**src/rtl/a2d_pkg.sv**
```systemverilog
// Shared types and constants for the A2D conversion scheduler.
// Slot tables cover both builds; A2D_BRAKE_PRIO_EN selects the 8-slot brake-priority table.
package a2d_pkg;

    typedef enum logic [2:0] {
        ST_IDLE,
        ST_CMD,
        ST_WAIT_CMD,
        ST_GAP,
        ST_READ,
        ST_WAIT_READ,
        ST_STORE
    } state_e;

    localparam int unsigned RES_W  = 12;
    localparam int unsigned NUM_CH = 4;
    localparam int unsigned CNT_W  = 14;

    localparam logic [2:0] BATT_CH   = 3'd0;
    localparam logic [2:0] CURR_CH   = 3'd1;
    localparam logic [2:0] BRAKE_CH  = 3'd3;
    localparam logic [2:0] TORQUE_CH = 3'd4;

    localparam int unsigned VLD_BATT   = 0;
    localparam int unsigned VLD_CURR   = 1;
    localparam int unsigned VLD_BRAKE  = 2;
    localparam int unsigned VLD_TORQUE = 3;

    localparam int unsigned TC_SLOW = 16383;
    localparam int unsigned TC_FAST = 511;

    // Index 0 is the rightmost element of each packed table.
    localparam logic [7:0][2:0] PRIO_TBL = {TORQUE_CH, BRAKE_CH, TORQUE_CH, BRAKE_CH,
                                            CURR_CH,   BRAKE_CH, BATT_CH,   BRAKE_CH};
    localparam logic [3:0][2:0] RR_TBL   = {TORQUE_CH, BRAKE_CH, CURR_CH, BATT_CH};

    function automatic logic [1:0] ch_to_idx(input logic [2:0] ch);
        case (ch)
            CURR_CH:   return 2'(VLD_CURR);
            BRAKE_CH:  return 2'(VLD_BRAKE);
            TORQUE_CH: return 2'(VLD_TORQUE);
            default:   return 2'(VLD_BATT);
        endcase
    endfunction

endpackage

```
**src/rtl/a2d_conv_sched_if.sv**
```systemverilog
// Scheduler <-> SPI master transaction interface.
interface a2d_conv_sched_if;
    logic        wrt;
    logic [15:0] cmd;
    logic        done;
    logic [15:0] rd_data;

    modport master (output wrt, output cmd, input done, input rd_data);
    modport slave  (input wrt, input cmd, output done, output rd_data);
endinterface

```
**src/rtl/a2d_interval_tmr.sv**
```systemverilog
// Inter-conversion pacing timer: tc is a one-clk pulse at terminal count while enabled.
module a2d_interval_tmr
    import a2d_pkg::*;
#(
    parameter bit FAST_SIM = 1'b1
) (
    input  logic clk,
    input  logic rst_n,
    input  logic en,
    input  logic clr,
    output logic tc
);

    localparam logic [CNT_W-1:0] TC_VAL = FAST_SIM ? CNT_W'(TC_FAST) : CNT_W'(TC_SLOW);

    logic [CNT_W-1:0] cnt_q;
    logic             tc_q;

    // Counter held at zero when disabled or while a conversion is in flight.
    always_ff @(posedge clk or negedge rst_n) begin
        if (!rst_n) begin
            cnt_q <= '0;
            tc_q  <= 1'b0;
        end else begin
            if (!en || clr || tc_q) cnt_q <= '0;
            else                    cnt_q <= cnt_q + CNT_W'(1);
            tc_q <= en && !clr && !tc_q && (cnt_q == TC_VAL - CNT_W'(1));
        end
    end

    assign tc = tc_q;

endmodule

```
**src/rtl/a2d_conv_sched.sv**
```systemverilog
// A2D conversion scheduler: paces conversions, runs command/read SPI pair, holds per-channel results.
// Build option A2D_BRAKE_PRIO_EN: 8-slot brake-priority table instead of 4-slot round-robin.
module a2d_conv_sched
    import a2d_pkg::*;
#(
    parameter bit FAST_SIM = 1'b1
) (
    input  logic                  clk,
    input  logic                  rst_n,
    input  logic                  en,
    a2d_conv_sched_if.master      spi,
    output logic [RES_W-1:0]      batt,
    output logic [RES_W-1:0]      curr,
    output logic [RES_W-1:0]      brake,
    output logic [RES_W-1:0]      torque,
    output logic [NUM_CH-1:0]     vld,
    output logic [2:0]            slot
);

    state_e                        state_q, state_d;
    logic                          tc, tmr_clr;
    logic [2:0]                    slot_q, slot_d, slot_nxt, cur_ch;
    logic [1:0]                    cur_idx;
    logic                          wrt_q, wrt_d;
    logic [15:0]                   cmd_q, cmd_d;
    logic [NUM_CH-1:0]             vld_q, vld_d;
    logic [NUM_CH-1:0][RES_W-1:0]  res_q, res_d;
    logic                          unused_rd_hi;

`ifdef A2D_BRAKE_PRIO_EN
    assign cur_ch   = PRIO_TBL[slot_q];
    assign slot_nxt = slot_q + 3'd1;
`else
    assign cur_ch   = RR_TBL[slot_q[1:0]];
    assign slot_nxt = {1'b0, slot_q[1:0] + 2'd1};
`endif

    assign cur_idx      = ch_to_idx(cur_ch);
    assign tmr_clr      = (state_q != ST_IDLE);
    assign unused_rd_hi = ^spi.rd_data[15:12];

    a2d_interval_tmr #(.FAST_SIM(FAST_SIM)) u_tmr (
        .clk   (clk),
        .rst_n (rst_n),
        .en    (en),
        .clr   (tmr_clr),
        .tc    (tc)
    );

    always_ff @(posedge clk or negedge rst_n) begin
        if (!rst_n) state_q <= ST_IDLE;
        else        state_q <= state_d;
    end

    // done is only honoured in the two wait states.
    always_comb begin
        state_d = state_q;
        case (state_q)
            ST_IDLE:      if (tc && en)  state_d = ST_CMD;
            ST_CMD:                      state_d = ST_WAIT_CMD;
            ST_WAIT_CMD:  if (spi.done)  state_d = ST_GAP;
            ST_GAP:                      state_d = ST_READ;
            ST_READ:                     state_d = ST_WAIT_READ;
            ST_WAIT_READ: if (spi.done)  state_d = ST_STORE;
            ST_STORE:                    state_d = ST_IDLE;
            default:                     state_d = ST_IDLE;
        endcase
    end

    // Outputs are computed from the upcoming state so that they register in step with it.
    always_comb begin
        wrt_d  = (state_d == ST_CMD) || (state_d == ST_READ);
        cmd_d  = cmd_q;
        res_d  = res_q;
        vld_d  = '0;
        slot_d = slot_q;
        if (state_d == ST_CMD) cmd_d = {2'b00, cur_ch, 11'h000};
        if (state_d == ST_STORE) begin
            res_d[cur_idx] = spi.rd_data[RES_W-1:0];
            vld_d[cur_idx] = 1'b1;
        end
        if (state_q == ST_STORE) slot_d = slot_nxt;
    end

    always_ff @(posedge clk or negedge rst_n) begin
        if (!rst_n) begin
            wrt_q  <= 1'b0;
            cmd_q  <= '0;
            res_q  <= '0;
            vld_q  <= '0;
            slot_q <= '0;
        end else begin
            wrt_q  <= wrt_d;
            cmd_q  <= cmd_d;
            res_q  <= res_d;
            vld_q  <= vld_d;
            slot_q <= slot_d;
        end
    end

    assign spi.wrt = wrt_q;
    assign spi.cmd = cmd_q;
    assign batt    = res_q[VLD_BATT];
    assign curr    = res_q[VLD_CURR];
    assign brake   = res_q[VLD_BRAKE];
    assign torque  = res_q[VLD_TORQUE];
    assign vld     = vld_q;
    assign slot    = slot_q;

endmodule
```
**src/flat_wrapper.sv**
```systemverilog
// flat-port wrapper written by rule: the top's interface ports become plain ports
module a2d_conv_sched_flat import a2d_pkg::*;
#(
    parameter bit FAST_SIM = 1'b1
)
  (clk, rst_n, en, batt, curr, brake, torque, vld, slot, spi_wrt, spi_cmd, spi_done, spi_rd_data);
  a2d_conv_sched_if spi_i ();
  input  logic clk;
  input  logic rst_n;
  input  logic en;
  output logic [RES_W-1:0] batt;
  output logic [RES_W-1:0] curr;
  output logic [RES_W-1:0] brake;
  output logic [RES_W-1:0] torque;
  output logic [NUM_CH-1:0] vld;
  output logic [2:0] slot;
  output wire logic [$bits(spi_i.wrt)-1:0] spi_wrt;
  output wire logic [$bits(spi_i.cmd)-1:0] spi_cmd;
  input wire logic [$bits(spi_i.done)-1:0] spi_done;
  input wire logic [$bits(spi_i.rd_data)-1:0] spi_rd_data;
  assign spi_wrt = spi_i.wrt;
  assign spi_cmd = spi_i.cmd;
  assign spi_i.done = spi_done;
  assign spi_i.rd_data = spi_rd_data;
  a2d_conv_sched #(.FAST_SIM(FAST_SIM)) u_core (.clk(clk), .rst_n(rst_n), .en(en), .spi(spi_i), .batt(batt), .curr(curr), .brake(brake), .torque(torque), .vld(vld), .slot(slot));
endmodule
```
**config.mk**
```make
export PLATFORM = sky130hd
export DESIGN_NAME = a2d_conv_sched_flat
export DESIGN_NICKNAME = d
export VERILOG_FILES = /design/src/rtl/a2d_pkg.sv /design/src/rtl/a2d_conv_sched_if.sv /design/src/rtl/a2d_interval_tmr.sv /design/src/rtl/a2d_conv_sched.sv /design/src/flat_wrapper.sv
export SDC_FILE = /design/constraint.sdc
export NUM_CORES = 1
export LEC_CHECK = 0
export ABC_AREA = 1
export BUFFER_PORTS_ARGS = -buffer_cell sky130_fd_sc_hd__buf_2
export CAP_MARGIN = 20
export CORE_ASPECT_RATIO = 1.2
export CORE_MARGIN = 8
export CORE_UTILIZATION = 30
export CTS_CLUSTER_DIAMETER = 60
export DETAILED_ROUTE_END_ITERATION = 6
export GPL_TIMING_DRIVEN = 0
export HOLD_SLACK_MARGIN = 0.05
export SLEW_MARGIN = 10
export SYNTH_ARGS = -nofsm -noshare
export SYNTH_HDL_FRONTEND = slang
export SYNTH_SLANG_ARGS = --single-unit
```
**constraint.sdc**
```tcl
create_clock -name clk -period 1.5 [get_ports clk]
set_input_delay 0.15 -clock clk [delete_from_list [all_inputs] [get_ports clk]]
set_output_delay 0.15 -clock clk [all_outputs]
set_load 0.01 [all_outputs]
```
==> results of run 1 <==
## per-layer routing
| metal | share of wire [%] | global-route usage [%] | wire length, µm |
|---|---|---|---|
| met1 | 44 | 14.6 | 3790 |
| met2 | 48 | 19.3 | 4180 |
| met3 | 7.2 | 4.31 | 624 |
| met4 | 0.90 | 5.11 | 78 |
| met5 | 0 | 0 | 0 |
## sequential cells by signal, summed over array words and instances (netlist names)
signal and count:
u_core.u_tmr.tc 1, u_core.state_q 3, u_core.batt 12, u_core.slot 2
u_core.curr 12, u_core.spi.cmd 3, u_core.u_tmr.cnt_q 14, u_core.vld 4
u_core.brake 12, u_core.torque 12, u_core.spi.wrt 1
## placed cells by master (no fill, tap or decap), drive strengths merged, types with 2 or more instances in the layout
cell type	synthesis	final
nand2	122	122
o21ai	58	58
nand4	6	6
dfrtp	76	76
ha	8	8
nand3	10	10
a21oi	5	5
xor2	2	2
bufinv	0	3
clkbuf	7	15
conb	1	14
buf	21	99
nor3	4	4
nor2	26	26
inv	25	26
## path summary, 6_finish.rpt
path	start	slack (ns)	cells past startpoint	endpoint
setup reg to reg	u_core.state_q[1]	0.12	6	u_core.torque[3]
hold / removal	spi_rd_data[11]	0.08	3	u_core.brake[11]
min in group asynchronous	rst_n	0.31	2	u_core.torque[8]
hold reg to reg	u_core.brake[8]	0.47	2	u_core.brake[8]
setup / recovery	u_core.state_q[1]	0.12	6	u_core.torque[3]
max in group asynchronous	rst_n	0.60	3	u_core.brake[6]
## layout make-up
| class | instances | area share (%) |
|---|---|---|
| Buffer | 28 | 4.51 |
| Clock buffer | 10 | 5.29 |
| Clock inverter | 6 | 2.57 |
| Inverter | 25 | 2.17 |
| Multi-Input combinational cell | 259 | 28.1 |
| Sequential cell | 76 | 44.0 |
| Tap cell | 132 | 3.82 |
| Timing Repair Buffer | 77 | 9.54 |
## logic make-up after synthesis
family	count (synthesis)	synth area share, %
and+or+nand+nor	170	20.8
adders and majority gates	8	3.01
buffers and inverters	53	8.43
AOI/OAI and AO/OA	64	9.67
xor gates and xnor gates	3	0.790
DFF	76	57.2
other	1	0.113
## power by group through the flow
| stage | registers, W | logic (W) | clock network, W |
|---|---|---|---|
| 4_1_cts | 0.00319 | 0.00242 | 0.00252 |
| 2_1_floorplan | 0.00344 | 0.000989 | 0 |
| 5_1_grt | 0.00329 | 0.00275 | 0.00260 |
| 3_3_place_gp | 0.00320 | 0.00236 | 0 |
| 6_report | 0.00320 | 0.00242 | 0.00248 |
| 3_5_place_dp | 0.00321 | 0.00241 | 0 |
## stage by stage
stage               setup slack [ns]  instance area (µm²)  hold slack, ns  setup TNS, ns  cells
CTS                           0.0108                 4280          0.0733              0    611
finish                         0.118                 4330          0.0825              0    613
detailed placement           -0.0623                 3930           0.143         -0.426    594
floorplan                      0.201                 3370          -0.146              0    388
global route                 0.00160                 4330          0.0911              0    613
global placement              -0.224                 3910           0.416         -16.78    593
## what timing repair did
action	4_1_cts	5_1_grt
endpoints found under the setup margin	20	44
hold buffers	1	0
buffers inserted	0	2
endpoints found under the hold margin	35	0
gates resized for setup	3	26
## worst max-delay path: cells and delay by family (launching register included)
kind / cells / cell delay, ns
buf+inv: 3 / 0.47
compound gates: 1 / 0.15
flops: 1 / 0.43
simple gates: 2 / 0.22
==> flow_results.org, run 1 <==
** Clock tree
- TritonCTS sink count :: 76
- Post-CTS clock slew at the launch and capture registers of the worst setup and hold paths :: 0.06 ns
- In this run, CTS created clock tree buffers numbering 9.
- The clock reaches the later pin of the worst-skew pair after 0.33 ns.
- The H-tree generated during clock tree synthesis spans 3 levels.
- TritonCTS clock tree :: built
- The tree is rooted in a clkbuf_16.
- Maximum clock path buffer count :: 2

** Route
- The detailed router finished its first iteration with 94 violations.
- For this block, the routed nets add up to 8.67 mm of wire.
- Number of design rule violations left after detail routing :: 0
- In this run the remaining antenna-violating nets after routing total 0.
- Average wire per cell in the routed design :: 14.1 µm
- Count of TritonRoute iterations in the first routing pass :: 4
- In the routed layout, each cell is associated on average with a via count of 4.43.
- The final route contains 2,717 vias.

** Layout
- The layout has 1,105 filler cells.
- Register Area :: 1900 µm²
- The multi-input combinational cells in the finished layout cover a total of 1210 µm².
- Number of inserted diodes :: 0
- In the final layout, the share of cells above drive strength 1 is 26.4%.
- The area growth from synthesis to layout is 30.1%.
- Final #Nets :: 504
- Final cell utilization of the core :: 39.6%

** Yosys
- Unique cell type count in the Yosys netlist :: 23
- Post-synth EDFFs :: 0
- The cell area that synthesis handed to floorplanning was 3330 µm².
- Each instance of the synthesized netlist takes up on average 8.87 µm².
- Gate count after technology mapping :: 375
- In this run the biggest area consumer among cell types represents 57.2% of the synthesized area.
- Sorting the synthesized cells by area gives the leading types as dfrtp_1, nand2_1, o21ai_0, buf_4, ha_1.
- Largest area contributor in the netlist :: dfrtp_1
- After synthesis, the most frequently instantiated cells are nand2_1, dfrtp_1, o21ai_0.
- Register area share after synthesis :: 57.2%
- By instance count, the leading cell after synthesis is nand2_1.
- Seq cells post-synth :: 76
- For this run, the number of Yosys warnings is 0.
- Asr flop ratio synth :: 100%
- In the synthesized netlist the dominant register cell turns out to be dfrtp_1.

** Die
- The core region is 10,900 µm².
- In this run the count of I/O pins placed on the die edge is 92.
- Initial core utilization :: 30.4%
- The initialized floorplan defines 42 standard-cell rows.
- Die width :: 112 µm
- Floorplan die height :: 131 µm
- Total Die Area :: 14,700 µm²

** Power and ir drop
- The worst-case IR drop observed on VDD is 766 µV.
- Part of the total power dissipated in the clock network :: 30.7%
- Power share of the sequential group :: 39.5%
- Power consumption :: 0.00810 W
- Proportion of power drawn by combinational gates :: 29.9%
- Dividing total power by cell area gives a power density of 1870 nW/µm².
- Net switching is 34.9% of the power.
- Summed over all nets, the switching power comes to 0.00283 W.
- Power Internal :: 0.00527 W
- For this design the static power due to leakage is 2.35 nW.

** Timing
- Final period utilization :: 92.2%
- Setup repair after global routing left no endpoint under its margin.
- Setup violations remaining at the end of the flow were counted as 0.
- Clock skew on the completed layout was measured at 0.00695 ns.
- The final hold violation count is 0.
- The number of slew-limit violations in the final report is 0.
- After layout, the minimum clock period comes to 1.38 ns.
- Max Clk Rate :: 723 MHz

** Run status
- The run finished with clean final reports.

** Global route
- The first global-routing pass estimated 14.2 mm of wire.
- The number of global-route vias before repair was 2,664.
- Across every metal layer, demand over resource in global routing totals 12.2%.
- Initial antenna violation count :: 0
- Entering global routing, the biggest net connects 42 pins.
- Overflow left after global routing :: 0

** Worst setup path
- Chain of cells forming the critical path :: inv_1 > nand4_4 > buf_6 > buf_2 > o21ai_1 > nand2_1
- Type of the worst setup path :: reg -> reg
- The slowest stage of the critical path is the dfrtp_2 cell.
- In this design, the stage delay of the slowest critical-path cell is 0.43 ns.
- Along the worst path, the maximum fanout reaches 10.
- STA classifies the critical path endpoint as a flop.
- Worst EP arrival :: 1.60 ns
- Critical path launch point type :: flop
- Worst Path Required :: 1.72 ns

** Placed design
- Post-DP HPWL :: 6.44 mm
- I/O Buffers :: 73
- At the end of routability-driven placement, the weighted congestion stood at 0.792.

** Job
- MaxCap Viol Count :: 0

** Min path
- Classification of the worst-slack hold path :: in -> reg
Power figures use the tool's default switching activity.
==> inputs of run 2 (changes only) <==
Settings changed: ABC_AREA 1 to not set.
==> run 2 against run 1 <==
  * Non-clock buffer count fell by 6
  * Clock-buffer cell count up 1
  * Hold slack improved by 0.016 ns
  * Critical path depth down 1
  * Critical endpoint is now u_core.brake[10]
  * Sequential power down 2%
  * Sequential share of layout area up 0.91 points
  * Global-route usage is 2.2 points lower
  * Synthesized cell count down 37%
  * Highest routed layer unchanged
  * Via count fell by 23%
==> flow_results.org, run 2 <==
** Run status
- Result of the run :: finished clean

** Clock tree
- For the worst-skew pair, the clock arrives at the later sink with an insertion delay of 0.33 ns.
- TritonCTS built the clock tree.
- Number of buffers created by CTS :: 9
- CTS placed an instance of clkbuf_16 at the clock tree root.
- Maximum clock path buffer count :: 2
- TritonCTS sink count :: 76
- After clock tree synthesis, the clock-pin slew on the worst setup and hold paths is 0.06 ns.
- CTS built an H-tree with a depth of 3.

** Global route
- Overflow left after global routing :: 0
- Largest net degree at the start of global routing :: 61
- Tot GR Track Use :: 9.91%
- Number of global-route vias before repair :: 2,282
- The initial antenna violation count came to 0.
- The first global-routing pass estimated 11.6 mm of wire.

** Placed design
- Routability-driven placement finished with a final weighted congestion of 0.692.
- Post-Place Cell Area :: 3880 µm²
- The wire-length estimate of the detail-placed layout is 4.98 mm.
- I/O Buffers :: 73

** Layout
- For this run, the share of the core covered by cells in the final layout is 40.2%.
- Layout cells sized above 1 :: 52.9%
- Flip-flop count of the largest register after layout :: 14
- The repair_antennas step left the layout with diodes totalling 0.
- Compared with the post-synthesis result, the final layout area differs by 30.0%.
- Final #Nets :: 368
- Commonest cells after routing, fill and taps aside :: buf_2, dfrtp_1, mux2_2
- Total area of multi-input combinational cells :: 1270 µm²
- Fill cells in the final layout number 977.
- Area of all placed cells without fillers :: 4250 µm²
- The register with the most flip-flops in the final layout is u_core.u_tmr.cnt_q.
- The library cell used most frequently in the layout, excluding fill and tap cells, is buf_2.
- Register Area :: 1910 µm²

** Route
- Vias per cell :: 4.45
- The first TritonRoute pass finished after 4 iterations.
- The count of nets left with antenna violations once routing finished came out at 0.
- For this block, the via count after detailed routing is 2,094.
- Dividing the detail-routed wire length by the instance count gives 14.6 µm.
- The first routing iteration left 115 violations.
- Number of design rule violations left after detail routing :: 0
- Overall routed net length :: 6.86 mm

** Yosys
- Top cells by count, synth :: dfrtp_1, mux2_2, buf_4, nor2_1
- Cell with the most instances after synthesis :: dfrtp_1
- Top cell type's share of synthesized area :: 58.1%
- The netlist uses 29 different library cells.
- Ranking of synthesized cells by area :: dfrtp_1, mux2_2, mux2_4, buf_4, ha_1
- After synthesis, the share of flip-flops with an asynchronous set or reset is 100%.
- Register area share after synthesis :: 58.1%
- YS warnings :: 0
- Post-synth EDFFs :: 0
- Average cell area after synthesis :: 13.9 µm²
- Post-Syn Area :: 3270 µm²
- In the synthesized netlist, the number of instances is 236.
- dfrtp_1 takes more of the synthesized area than any other cell.
- Primary flip-flop cell chosen by synthesis mapping :: dfrtp_1
- In this run, synthesis produced a sequential element count of 76.

** Worst setup path
- Setup crit end kind :: flop
- The worst setup path is launched from a flop.
- Worst EP arrival :: 1.66 ns
- Setup slack of the most critical reg-to-reg path :: 0.05 ns
- The worst setup path is of the reg -> reg kind.
- At the worst endpoint, the required time is 1.71 ns.
- Reg2Reg Depth :: 5
- Reg2reg start :: u_core.state_q[1]
- Critical Path End :: u_core.brake[10]
- In this run the critical register-to-register path is captured at u_core.brake[10].
- Launching instance or port of the critical path :: u_core.state_q[1]
- In this run the worst path has a maximum fanout of 10.

** Timing
- Crit path time final :: 1.45 ns
- Slew Limit Fails :: 0
- Count of final hold-check violations :: 0
- After layout, the worst path uses 96.9% of the clock period.
- Derived from the worst setup path, the maximum achievable clock frequency is 688 MHz.
- Setup violations remaining at the end of the flow were counted as 0.
- Adding up every negative setup slack in the final design gives 0 ns.
- Clk_skew :: 0.00646 ns

** Die
- Area of the placeable core :: 10,600 µm²
- The initialized floorplan defines 41 standard-cell rows.
- The floorplan step set the die height to 130 µm.
- Die width :: 111 µm
- Number of primary I/O pins :: 92
- For this configuration, the core starts out at a cell density of 30.9%.
- The die covers 14,500 µm².

** Min path
- The path class of the tightest hold or removal check is in -> reg.

** Power and ir drop
- For this design the static power due to leakage is 2.32 nW.
- Power consumption :: 0.00739 W
- Highest ir drop seen on vdd :: 680 µV
- Ratio of total power to cell area :: 1740 nW/µm²

** Job
- MaxCap Viol Count :: 0
==> run 2: stage by stage <==
stage               hold WS, ns  worst slack, ns  cells
finish                   0.0989           0.0469    471
global route              0.103         -0.00987    471
CTS                      0.0894           0.0192    468
detailed placement       0.0397           -0.102    452
global placement          0.428           -0.238    451
floorplan                -0.146           0.0265    249
==> run 2: area by class of cell <==
cell class | instances | area share (%)
inverter | 9 | 0.795
sequential | 76 | 44.9
clock inverter | 2 | 0.294
buffer | 19 | 4.00
timing repair buffer | 80 | 10.4
clock buffer | 11 | 5.95
tap | 129 | 3.80
multi-input combinational | 145 | 29.8
==> run 2: how the worst min path moves through the flow <==
stage                                 end  depth (start not counted)      startpoint  slack, ns
after detailed placement   u_core.curr[5]                          1           rst_n       0.04
after global placement    u_core.brake[6]                          2  spi_rd_data[6]       0.43
after global routing       u_core.curr[6]                          2  spi_rd_data[6]       0.10
after CTS                 u_core.brake[6]                          2  spi_rd_data[6]       0.09
after floorplan            u_core.batt[0]                          0           rst_n      -0.15
final                     u_core.brake[6]                          2  spi_rd_data[6]        0.1
==> run 2: critical path: stages (launching register included) <==
cell and delay (ns):
dfrtp_2 0.43, nand2b_4 0.17, nor2_8 0.17, nand2_4 0.10, buf_12 0.16, mux2_4 0.29
==> run 2: cells by family after synthesis <==
logic type / count (synthesis) / synth area share [%]
DFF: 76 / 58.1
muxes: 52 / 18.9
and+or+nand+nor: 52 / 9.60
buffers and inverters: 28 / 5.78
xor gates and xnor gates: 12 / 3.21
adders and majority gates: 8 / 3.06
AOI/OAI and AO/OA: 7 / 1.15
other: 1 / 0.115
==> run 2: what timing repair did <==
| action | in CTS | in global routing |
|---|---|---|
| gates resized for setup | 9 | 7 |
| endpoints found under the hold margin | 76 | 0 |
| hold buffers | 1 | 0 |
| cloned | 0 | 0 |
| pin swaps | 2 | 1 |
| buffers inserted | 2 | 3 |
| endpoints found under the setup margin | 40 | 36 |
==> run 2: where the power goes <==
group | leakage (nW) | total (W) | internal [W] | switching (W)
clock network | 0.129 | 0.00194 | 0.00118 | 0.000761
logic | 1.17 | 0.00231 | 0.00121 | 0.00110
registers | 1.02 | 0.00315 | 0.00273 | 0.000415
==> run 2: metal layers <==
| metal | GRT usage [%] | routed length (µm) | vias to the layer above | share of wire, % |
|---|---|---|---|---|
| met5 | 0 | 0 | - | 0 |
| li1 | - | - | 986 | - |
| met3 | 3.97 | 487 | 11 | 7.1 |
| met1 | 11.3 | 3100 | 1026 | 45 |
| met2 | 16.2 | 3150 | 71 | 46 |
| met4 | 4.48 | 126 | 0 | 1.8 |
==> inputs of run 3 (changes only) <==
Settings changed: SYNTH_HIERARCHICAL set to 1.
==> run 3 against run 2 <==
  * The run now ends with negative setup slack left
  * Die area increased by 3.9%
  * Highest routed layer unchanged
  * Non-clock buffer count increased by 13
  * Largest cell class unchanged
  * Register-to-register slack got worse by 0.08 ns
  * Via count increased by 7.4%
  * Largest power group unchanged
  * Synthesized cell count increased by 3.0%
  * Sequential share of layout area decreased by 3.8 points
  * First-iteration DRC count decreased by 31%
  * Combinational power increased by 16%
==> flow_results.org, run 3 <==
** Route
- Using the TritonRoute via totals, the vias-per-cell ratio works out to 4.34.
- Average wire per cell in the routed design :: 15.3 µm
- Count of TritonRoute iterations in the first routing pass :: 4
- Overall routed net length :: 7.94 mm
- In this run, the number of DRC markers left after iteration 0 of detailed routing was 79.
- Vias post-DR :: 2,250
- Antenna-violating nets left :: 0
- For this run, design rule violations remaining after detail routing come to 0.

** Min path
- Hold-critical path depth :: 2
- Classification of the worst-slack hold path :: in -> reg

** Yosys
- Multiplexer cells account for 21.7% of the synthesized area.
- Synth Area in Adders :: 2.93%
- After synthesis the cells add up to 3420 µm².
- Ranking of synthesized cells by area :: dfrtp_1, mux2_4, mux2_2, buf_4, ha_1
- Seq cells post-synth :: 76
- Of the total synthesized cell area, the portion taken by XOR and XNOR cells is 1.03%.
- Post-synth EDFFs :: 0
- Cell with the most instances after synthesis :: dfrtp_1
- Top cells by count, synth :: dfrtp_1, mux2_4, mux2_2
- Largest area contributor in the netlist :: dfrtp_1
- The Yosys step of the flow raised 6 warnings.
- The synthesized design devotes to its leading area cell type 55.7% of total area.
- Fraction of the mapped netlist area in simple logic gates :: 8.90%
- After synthesis, the share of flip-flops with an asynchronous set or reset is 100%.
- Compound-Gate Fraction of Synth Area :: 3.44%
- The cell count after synthesis came out at 243.
- Sequential cells were found to cover 55.7% of the synthesized design area.
- For this run, the leading register cell type out of synthesis is dfrtp_1.
- A synthesized cell averages 14.1 µm².
- The netlist uses 34 different library cells.
- Main combinational cell family by area after synthesis :: multiplexers

** Timing
- Final period utilization :: 102%
- Count of final hold-check violations :: 0
- Setup violations remaining at the end of the flow were counted as 36.
- The number of slew-limit violations in the final report was 0.
- Setup slack on the critical path of the routed design comes to -0.0333 ns.
- Crit path time final :: 1.53 ns
- Timing would allow up to 652 MHz.
- Final Hold Slack :: 0.0922 ns
- Setup repair after global routing could not meet its margin everywhere.
- Clock skew on the completed layout was measured at 0.00586 ns.

** Layout
- Commonest cells after routing, fill and taps aside :: buf_2, dfrtp_1, mux2_4
- For this run, the number of standard cells in the final layout without fillers is 518.
- Number of inserted diodes :: 0
- The register with the most flip-flops in the final layout is u_core/u_tmr/cnt_q.
- Flip-flop count of the largest register after layout :: 14
- Layout cells sized above 1 :: 54.4%
- Fill count :: 1,073
- The area growth from synthesis to layout is 35.7%.
- Final #Nets :: 387

** Power and ir drop
- Power consumption :: 0.00809 W
- Summed over all cells, the static leakage comes to 2.52 nW.
- In this run the power density over the cells is 1740 nW/µm².
- Highest ir drop seen on vdd :: 781 µV

** Worst setup path
- At the worst endpoint, the arrival time is 1.75 ns.
- STA puts the critical path data required time at 1.72 ns.
- Type of the worst setup path :: reg -> reg
- The number of cells on the worst reg-to-reg path is 4.
- Worst-path fanout max :: 10
- The worst setup path is launched from a flop.
- STA classifies the critical path endpoint as a flop.

** Placed design
- Detailed placement ended at an HPWL of 5.43 mm.
- Gpl congestion :: 0.732
- I/O Buffers :: 73
- Counting tap cells, the placed design contains a total of 484 instances.

** Global route
- Global-route wire length before repair :: 12.9 mm
- Number of global-route vias before repair :: 2,428
- Largest net degree at the start of global routing :: 66
- Tot GR Track Use :: 10.9%
- The initial antenna violation count was 0.
- Overflow left after global routing :: 0

** Clock tree
- TritonCTS clock tree :: built
- For this design, the sink count on the clock tree is 76.
- Counting the buffers created by CTS gives 9.
- H-Tree Level Count :: 3
- Maximum clock path buffer count :: 2
- The root buffer cell chosen for the clock tree is clkbuf_16.
- Clock insertion delay at the later pin of the skew report :: 0.33 ns
- Clock-pin slew was measured on the worst setup and hold paths at 0.06 ns.

** Die
- Area of the placeable core :: 11,100 µm²
- Std-Cell Rows :: 42
- Initial core utilization :: 30.8%
- Die width :: 113 µm
- Number of primary I/O pins :: 92
- Total Die Area :: 15,100 µm²
- From bottom edge to top edge, the die measures 133 µm.

** Job
- MaxCap Viol Count :: 0

** Run status
- Failing checks :: negative setup slack
- Result of the run :: finished with violations
-- run 3: power breakdown --
part | internal, W | switching (W) | leakage [nW]
clock | 0.00146 | 0.000855 | 0.149
sequential | 0.00271 | 0.000396 | 1.02
combinational | 0.00147 | 0.00120 | 1.34
total | 0.00564 | 0.00245 | 2.52
-- run 3: cells by family after synthesis --
kind of cell               Yosys count
and+or+nand+nor                     49
DFF                                 76
muxes                               54
AOI/OAI and AO/OA                   20
other                                1
buffers and inverters               31
xor gates and xnor gates             4
adders and majority gates            8
-- run 3: worst paths after layout --
path,startpoint,endpoint,slack [ns]
min in group asynchronous,rst_n,u_core/curr[7],0.21
setup / recovery,u_core/state_q[1],u_core/batt[6],-0.03
hold reg to reg,u_core/torque[10],u_core/torque[10],0.50
hold / removal,spi_rd_data[11],u_core/torque[11],0.09
setup reg to reg,u_core/state_q[1],u_core/batt[6],-0.03
max in group asynchronous,rst_n,u_core/slot[0],0.71
-- run 3: cell type report --
cell class / count / area (µm²) / area share, %
flip-flops and latches: 76 / 1910 / 41.1
multi-input cells: 149 / 1430 / 30.8
repair buffers: 93 / 556 / 12.0
clock buffers: 10 / 229 / 4.94
plain buffers: 19 / 196 / 4.24
well taps: 154 / 193 / 4.16
clock inverters: 6 / 88.8 / 1.92
inverters: 11 / 41.3 / 0.890
-- run 3: through the flow --
step	cell area (µm²)	worst slack, ns	util [%]	TNS [ns]
6_report	4640	-0.0333	41.8	-0.864
5_1_grt	4640	-0.124	41.8	-2.27
4_1_cts	4520	-0.0574	40.8	-1.34
3_5_place_dp	4070	-0.278	36.7	-4.57
3_3_place_gp	4040	-0.268	36.4	-19.90
2_1_floorplan	3480	-0.0433	-	-0.557
-- run 3: timing repair --
action / in CTS / in global routing
endpoints found under the setup margin: 49 / 64
resized for setup: 12 / 16
endpoints found under the hold margin: 76 / 0
pin swaps: 10 / 6
setup buffers: 11 / 7
hold buffers: 1 / 0
-- run 3: routing by layer --
metal	up-vias	routed length [µm]	track usage (%)
li1	1049	-	-
met3	14	348	3.23
met4	0	189	5.34
met1	1136	3090	12.1
met2	51	4320	18.7
met5	-	0	0
-- run 3: worst max-delay path: stages, from the launching register on --
cell and delay (ns):
dfrtp_2 0.44, and4b_4 0.43, nand2_4 0.08, buf_12 0.16, mux2_4 0.30
